**src/rtl/tx_resp_scheduler.sv**
```systemverilog
// Shares one UART TX serializer between register-file read data and ALU results, round-robin, frame-atomic.
// Optional build macro TX_FRAME_HDR_EN: prefix each frame with a source header byte (RD=A5, ALU=5A).
module tx_resp_scheduler #(
   parameter int WIDTH       = 8,
   parameter int ACK_TIMEOUT = 16
) (
   input  logic               CLK,
   input  logic               RST,
   input  logic [WIDTH-1:0]   RdData,
   input  logic               RdData_Valid,
   input  logic [2*WIDTH-1:0] ALU_OUT,
   input  logic               OUT_Valid,
   input  logic               Busy,
   output logic [WIDTH-1:0]   TX_P_DATA,
   output logic               TX_D_VLD,
   output logic               Overrun,
   output logic               Tx_Err,
   output logic               Idle
);

   localparam int CW = $clog2(ACK_TIMEOUT + 1);
`ifdef TX_FRAME_HDR_EN
   localparam int NB = 3;
   localparam logic [WIDTH-1:0] HDR_RD  = WIDTH'(8'hA5);
   localparam logic [WIDTH-1:0] HDR_ALU = WIDTH'(8'h5A);
`else
   localparam int NB = 2;
`endif
   localparam int FW = NB * WIDTH;

   typedef enum logic [1:0] {S_IDLE, S_SEND, S_WAIT_ACK, S_WAIT_DONE} state_t;
   state_t state_q, state_d;

   logic               rd_pend_q, rd_pend_d, alu_pend_q, alu_pend_d;
   logic [WIDTH-1:0]   rd_data_q;
   logic [2*WIDTH-1:0] alu_data_q;
   logic               last_grant_q, last_grant_d;   // 1 = ALU
   logic               gnt_q, gnt_d;
   logic [FW-1:0]      frm_q, frm_d;
   logic [1:0]         left_q, left_d;
   logic [CW-1:0]      cnt_q, cnt_d;
   logic [WIDTH-1:0]   tx_data_q, tx_data_d;
   logic               tx_vld_q, ovr_q, ovr_d, err_q, err_d;

   logic          any_pend, gnt_sel, grant_go, strobe, timeout, done, cur_src;
   logic          last_strobe, rd_clr, alu_clr, cnt_hit;
   logic [FW-1:0] new_frm;
   logic [1:0]    new_len;

   assign cnt_hit = (cnt_q == CW'(ACK_TIMEOUT - 1));

   // Frame image of the candidate source, lowest byte goes out first
   always_comb begin
`ifdef TX_FRAME_HDR_EN
      if (gnt_sel) begin
         new_frm = {alu_data_q, HDR_ALU};
         new_len = 2'd3;
      end else begin
         new_frm = {{WIDTH{1'b0}}, rd_data_q, HDR_RD};
         new_len = 2'd2;
      end
`else
      if (gnt_sel) begin
         new_frm = alu_data_q;
         new_len = 2'd2;
      end else begin
         new_frm = {{WIDTH{1'b0}}, rd_data_q};
         new_len = 2'd1;
      end
`endif
   end

   always_ff @(posedge CLK) begin
      if (RST) state_q <= S_IDLE;
      else     state_q <= state_d;
   end

   always_comb begin
      state_d = state_q;
      case (state_q)
         S_IDLE:      if (any_pend && !Busy) state_d = S_WAIT_ACK;
         S_SEND:      state_d = S_WAIT_ACK;
         S_WAIT_ACK:  if (Busy) state_d = S_WAIT_DONE;
                      else if (cnt_hit) state_d = S_IDLE;
         S_WAIT_DONE: if (!Busy) state_d = (left_q != 2'd0) ? S_SEND : S_IDLE;
         default:     state_d = S_IDLE;
      endcase
   end

   always_comb begin
      any_pend    = rd_pend_q | alu_pend_q;
      gnt_sel     = (rd_pend_q & alu_pend_q) ? ~last_grant_q : alu_pend_q;
      grant_go    = (state_q == S_IDLE) & any_pend & ~Busy;
      strobe      = grant_go | (state_q == S_SEND);
      timeout     = (state_q == S_WAIT_ACK) & ~Busy & cnt_hit;
      done        = (state_q == S_WAIT_DONE) & ~Busy & (left_q == 2'd0);
      cur_src     = grant_go ? gnt_sel : gnt_q;
      last_strobe = (grant_go & (new_len == 2'd1)) | ((state_q == S_SEND) & (left_q == 2'd1));
      rd_clr      = (last_strobe | timeout) & ~cur_src;
      alu_clr     = (last_strobe | timeout) & cur_src;
      Idle        = (state_q == S_IDLE) & ~any_pend;
   end

   // A capture on the clearing edge wins over the clear and is not an overrun
   always_comb begin
      rd_pend_d    = RdData_Valid | (rd_pend_q & ~rd_clr);
      alu_pend_d   = OUT_Valid | (alu_pend_q & ~alu_clr);
      ovr_d        = ovr_q | (RdData_Valid & rd_pend_q & ~rd_clr) | (OUT_Valid & alu_pend_q & ~alu_clr);
      err_d        = err_q | timeout;
      last_grant_d = done ? gnt_q : last_grant_q;
      gnt_d        = grant_go ? gnt_sel : gnt_q;
      tx_data_d    = tx_data_q;
      frm_d        = frm_q;
      left_d       = left_q;
      if (grant_go) begin
         tx_data_d = new_frm[WIDTH-1:0];
         frm_d     = new_frm >> WIDTH;
         left_d    = new_len - 2'd1;
      end else if (state_q == S_SEND) begin
         tx_data_d = frm_q[WIDTH-1:0];
         frm_d     = frm_q >> WIDTH;
         left_d    = left_q - 2'd1;
      end
      if (strobe)
         cnt_d = '0;
      else if ((state_q == S_WAIT_ACK) && (cnt_q != CW'(ACK_TIMEOUT)))
         cnt_d = cnt_q + CW'(1);
      else
         cnt_d = cnt_q;
   end

   always_ff @(posedge CLK) begin
      if (RST) begin
         rd_pend_q    <= 1'b0;
         alu_pend_q   <= 1'b0;
         last_grant_q <= 1'b1;
         gnt_q        <= 1'b0;
         left_q       <= 2'd0;
         cnt_q        <= '0;
         tx_data_q    <= '0;
         tx_vld_q     <= 1'b0;
         ovr_q        <= 1'b0;
         err_q        <= 1'b0;
      end else begin
         rd_pend_q    <= rd_pend_d;
         alu_pend_q   <= alu_pend_d;
         last_grant_q <= last_grant_d;
         gnt_q        <= gnt_d;
         left_q       <= left_d;
         cnt_q        <= cnt_d;
         tx_data_q    <= tx_data_d;
         tx_vld_q     <= strobe;
         ovr_q        <= ovr_d;
         err_q        <= err_d;
      end
   end

   // Holding registers and frozen frame carry no reset; pending flags qualify them
   always_ff @(posedge CLK) begin
      if (RdData_Valid) rd_data_q <= RdData;
      if (OUT_Valid)    alu_data_q <= ALU_OUT;
      frm_q <= frm_d;
   end

   assign TX_P_DATA = tx_data_q;
   assign TX_D_VLD  = tx_vld_q;
   assign Overrun   = ovr_q;
   assign Tx_Err    = err_q;

endmodule

```
**config.mk**
```make
export PLATFORM = sky130hd
export DESIGN_NAME = tx_resp_scheduler
export DESIGN_NICKNAME = d
export VERILOG_FILES = /design/src/rtl/tx_resp_scheduler.sv
export SDC_FILE = /design/constraint.sdc
export NUM_CORES = 1
export LEC_CHECK = 0
export ABC_AREA = 0
export CAP_MARGIN = 15
export CORE_ASPECT_RATIO = 1.1
export CORE_UTILIZATION = 55
export DETAILED_ROUTE_END_ITERATION = 10
export PLACE_DENSITY_LB_ADDON = 0.3
export SLEW_MARGIN = 20
export SYNTH_ARGS = -nofsm -noshare
export SYNTH_HDL_FRONTEND = slang
export SYNTH_SLANG_ARGS = --single-unit
```
**constraint.sdc**
```tcl
create_clock -name CLK -period 3.9 [get_ports CLK]
set_input_delay 0.78 -clock CLK [delete_from_list [all_inputs] [get_ports CLK]]
set_output_delay 0.78 -clock CLK [all_outputs]
set_load 0.05 [all_outputs]
```
Word-level counts from Yosys, hierarchy flattened
Index checks and enable logic that the tools add are counted.

word-level totals
  register bits = 56
  input port bits = 29
  output and inout port bits = 12
  word-level logic and storage cells = 85

cells by class
  add/subtract/negate cells = 3
  equality and inequality tests = 10
  mux-type cells = 16
  bitwise logic cells = 33
  reductions and logical operators = 9

operator list
  kind                                              number
  two-way mux 8 bit                                 4
  AND 1 bit                                         18
  two-way mux 16 bit                                1
  two-way mux 2 bit                                 7
  bitwise OR 1 bit                                  9
  one-hot mux 2 bit (4 select lines)                1
  == test 2 x 1 -> 1 bit, second input constant     3
  NOT 1 bit                                         6
  adder 5 x 1 -> 5 bit, second input constant       1
  == test 5 x 4 -> 1 bit, second input constant     1
  inequality test 5 bit, second input constant      1
  == test 2 bit, second input constant              2
  zero test 2 bit                                   2
  inequality test 2 bit, second input constant      2
  nonzero test 2 bit                                2
  subtractor 2 x 1 -> 2 bit, second input constant  2
  two-way mux 1 bit                                 3
  inequality test 3 bit, second input constant      1
  AND reduction 3 bit                               1
  logical AND 1 bit                                 2
  OR reduction 2 bit                                1
  zero test 1 bit                                   1

Longest topological paths before layout
  depth in word-level cells = 12
  gate-level depth with buffers = 7
  depth with buffers taken out = 7

Worst setup path before layout
Ideal clock, no wire load.

  path kind = register to output
  start = register state_q[0]
  end = output port Idle
  arrival time = 2,033 ps
  required time = 3,120 ps
  setup slack = 1,087 ps
  stages on the path, launching flop included = 3
  path buffers = 1
  cells stage by stage = dfxtp_1 buf_6 nor4_1

on the way
  cells in the longest elaborated chain, start to end = 2

RTL lines
  item                      RTL line  source
  start: declaration        32        state_t state_q, state_d;
  start signal: assignment  75        else state_q <= state_d;
  zero test 2 bit           101       Idle = (state_q == S_IDLE) & ~any_pend;
  AND 1 bit                 101
  end: declaration          18        output logic Idle

No other way between the ends.

Worst setup path in the final report
Ends and elaborated chain as after synthesis.

==> impl_metrics.ini <==
[status]
status = finished clean

[critical_path]
path_class = reg2out
worstPathCellList = nor4_1 > clkdlybuf4s50_1
cp-end-kind = output pin
cp_max_fo = 12
start_kind = register
r2r_setup_slack_ns = 2.09
critPathRequiredTime_ns = 3.12
crit_family = buffers and inverters
cp_data_arrival_time_ns = 1.96
critical_path_buf_inv_count = 1
slowest_delay_ns = 0.84
slowest_stage = clkdlybuf4s50_1

[yosys]
ys_seq_elements = 56
synth_edf_count = 32
netlist_area_um2 = 2250
synth_fp_nets = 206
synth_ff_type = edfxtp_1
synth_warnings = 0
ys_types = 44
syn_avg_cell_area_um2 = 13.1
synthCells = 172
seq_area_frac_synth_pct = 64.1
async_flop_share_pct = 0

[timing]
post-route-min-period_ns = 2.74
fmax_ghz = 0.365
worstMarginPinSlew_ns = 0.811
fin_ws_ns = 1.16
hold_violations = 0
rsz0062_at_grt = no
skew_ns = 0.00736
drv_slew = 0
setup_viol = 0
tns_ns = 0
min_period_over_period_pct = 70.2
slew-limit-headroom_pct = 45.8

[detailed_routing]
drt-initial-drc-count = 149
num_vias = 1467
via_per_inst = 5.52
drtPass1Iterations = 4
routed_wl_um = 4210
drc = 0
drt-wirelength-per-cell_um = 15.8
final_antenna_net_count = 0

[cts]
cts_resized = 0
cts_made_buffers = 5
root_buffer = clkbuf_8
cts_tree = built
post_cts_buffers = 0
htreeDepth = 2
clk_latency_ns = 0.31
path_clk_slew_ns = 0.09
ctsHoldBuffers = 0
clockBufferDepth = 2
cts_sinks = 56

[grt]
grt_pass1_vias = 1489
grt_remaining_overflow = 0
grt_pass1_wl_um = 7060
grt_max_degree = 19
antenna_found_initial = 0
track_usage_pct = 21.4

[power_and_ir_drop]
clkPwrFrac_pct = 29.4
power.share.combinational_pct = 14.7
powerDensity_nw_per_um2 = 444
p_total_uw = 1240
power.net_switching_uw = 301
seqPwrFrac_pct = 56.0
p_int_uw = 937
peakVddDrop_mv = 0.261
p_leak_uw = 0.000994
switching_share_pct = 24.3

[layout]
fillCellCount = 278
drive_above_1_share_pct = 7.01
antenna_cells = 0
fin_cells = 266
syn_to_final_growth_pct = 23.9
nets = 247
finish.utilization_pct = 70.9

[die]
io_pins = 41
die_h_um = 69.1
die-width_um = 63.0
initial_core_util_pct = 57.2
die_area_um2 = 4350
placementRows = 24
core_region_area_um2 = 3930

[place]
hpwl_um = 3180
placedCellCount = 258
port_buffers = 40
gp_congestion = 0.792
dp_slack_ns = 1.34

[flow_run]
cap_violations = 0

[worst_hold_path]
worst_hold_path_type = reg2reg
## Yosys cell counts, types with 3 or more instances
| master | number | area (µm²) |
|---|---|---|
| inv_1 | 10 | 37.5 |
| a2bb2oi_1 | 7 | 61.3 |
| o32ai_1 | 8 | 70.1 |
| dfxtp_1 | 24 | 480 |
| xnor2_1 | 3 | 26.3 |
| nor2b_1 | 3 | 18.8 |
| nor2_1 | 15 | 56.3 |
| o21ai_0 | 3 | 15.0 |
| nand2b_1 | 3 | 18.8 |
| a21oi_1 | 8 | 40.0 |
| edfxtp_1 | 32 | 961 |
| buf_2 | 3 | 15.0 |
| a22o_1 | 7 | 61.3 |
| ha_1 | 5 | 62.6 |
| and2_1 | 8 | 50.1 |
## worst paths after layout
kind | startpoint | end | cells past startpoint
max | state_q[0]$_SDFFE_PP0P_ | Idle | 2
min | Tx_Err$_SDFF_PP0_ | Tx_Err$_SDFF_PP0_ | 2
max reg2reg | cnt_q[0]$_SDFFE_PP0P_ | Overrun$_SDFF_PP0_ | 7
min reg2reg | Tx_Err$_SDFF_PP0_ | Tx_Err$_SDFF_PP0_ | 2
## metal layers
layer / vias up / track usage, % / share of wire [%]
met5: - / 0 / 0
met4: 0 / 6.98 / 1.3
met3: 6 / 4.64 / 4.0
met2: 40 / 38.4 / 54
met1: 696 / 25.1 / 41
li1: 725 / - / -
## tightest hold or removal path, stage by stage, from the launching register on
cell	delay [ns]
dfxtp_1	0.34
nor2_1	0.05
nor2_1	0.07
## power by group through the flow
| stage | Sequential, µW | Combinational [µW] | Clock (µW) |
|---|---|---|---|
| after detailed placement | 707 | 181 | 0 |
| final | 693 | 181 | 363 |
| after floorplan | 727 | 85.4 | 0 |
| after CTS | 693 | 181 | 365 |
| after global routing | 698 | 195 | 388 |
| after global placement | 704 | 175 | 0 |
## layout by cell type (no fill, tap or decap), drive strengths merged, types with 3 or more instances in the layout
| master | n |
|---|---|
| a22o | 7 |
| dfxtp | 24 |
| a21oi | 8 |
| nor2b | 3 |
| a2bb2oi | 7 |
| nor2 | 16 |
| xnor2 | 3 |
| o21ai | 4 |
| ha | 5 |
| nand2b | 3 |
| clkdlybuf4s50 | 40 |
| and2 | 8 |
| o32ai | 8 |
| inv | 12 |
| edfxtp | 32 |
| clkbuf | 5 |
## flip-flops by register name (all words and copies together) (netlist names)
name          cells
alu_data_q       16
TX_P_DATA         8
frm_q             8
rd_data_q         8
cnt_q             5
left_q            2
state_q           2
Overrun           1
TX_D_VLD          1
Tx_Err            1
alu_pend_q        1
gnt_q             1
last_grant_q      1
rd_pend_q         1
## through the flow
step / instance area, µm² / hold slack (ns)
2_1_floorplan: 2250 / 0.454
4_1_cts: 2790 / 0.488
3_3_place_gp: 2680 / 0.450
3_5_place_dp: 2680 / 0.464
5_1_grt: 2790 / 0.509
6_report: 2790 / 0.485
## final cells by class
type                    instances  area (µm²)  share of cell area (%)
well taps                      52        65.1                    2.33
clock inverters                 3        37.5                    1.35
repair buffers                 41         408                    14.6
inverters                      12        45.0                    1.62
clock buffers                   5        68.8                    2.47
flip-flops and latches         56        1440                    51.7
multi-input cells              97         722                    25.9
## cells by family after synthesis
logic type | Yosys count | share of synthesized area [%]
adder cells (fa/ha/maj) | 5 | 2.78
AND/OR/NAND/NOR | 41 | 10.6
buffers and inverters | 19 | 3.84
XOR/XNOR | 4 | 1.56
multiplexers | 1 | 0.445
AO/OA/AOI/OAI | 46 | 16.7
flip-flops | 56 | 64.1
Note: power is estimated with default switching activity, not from simulation.
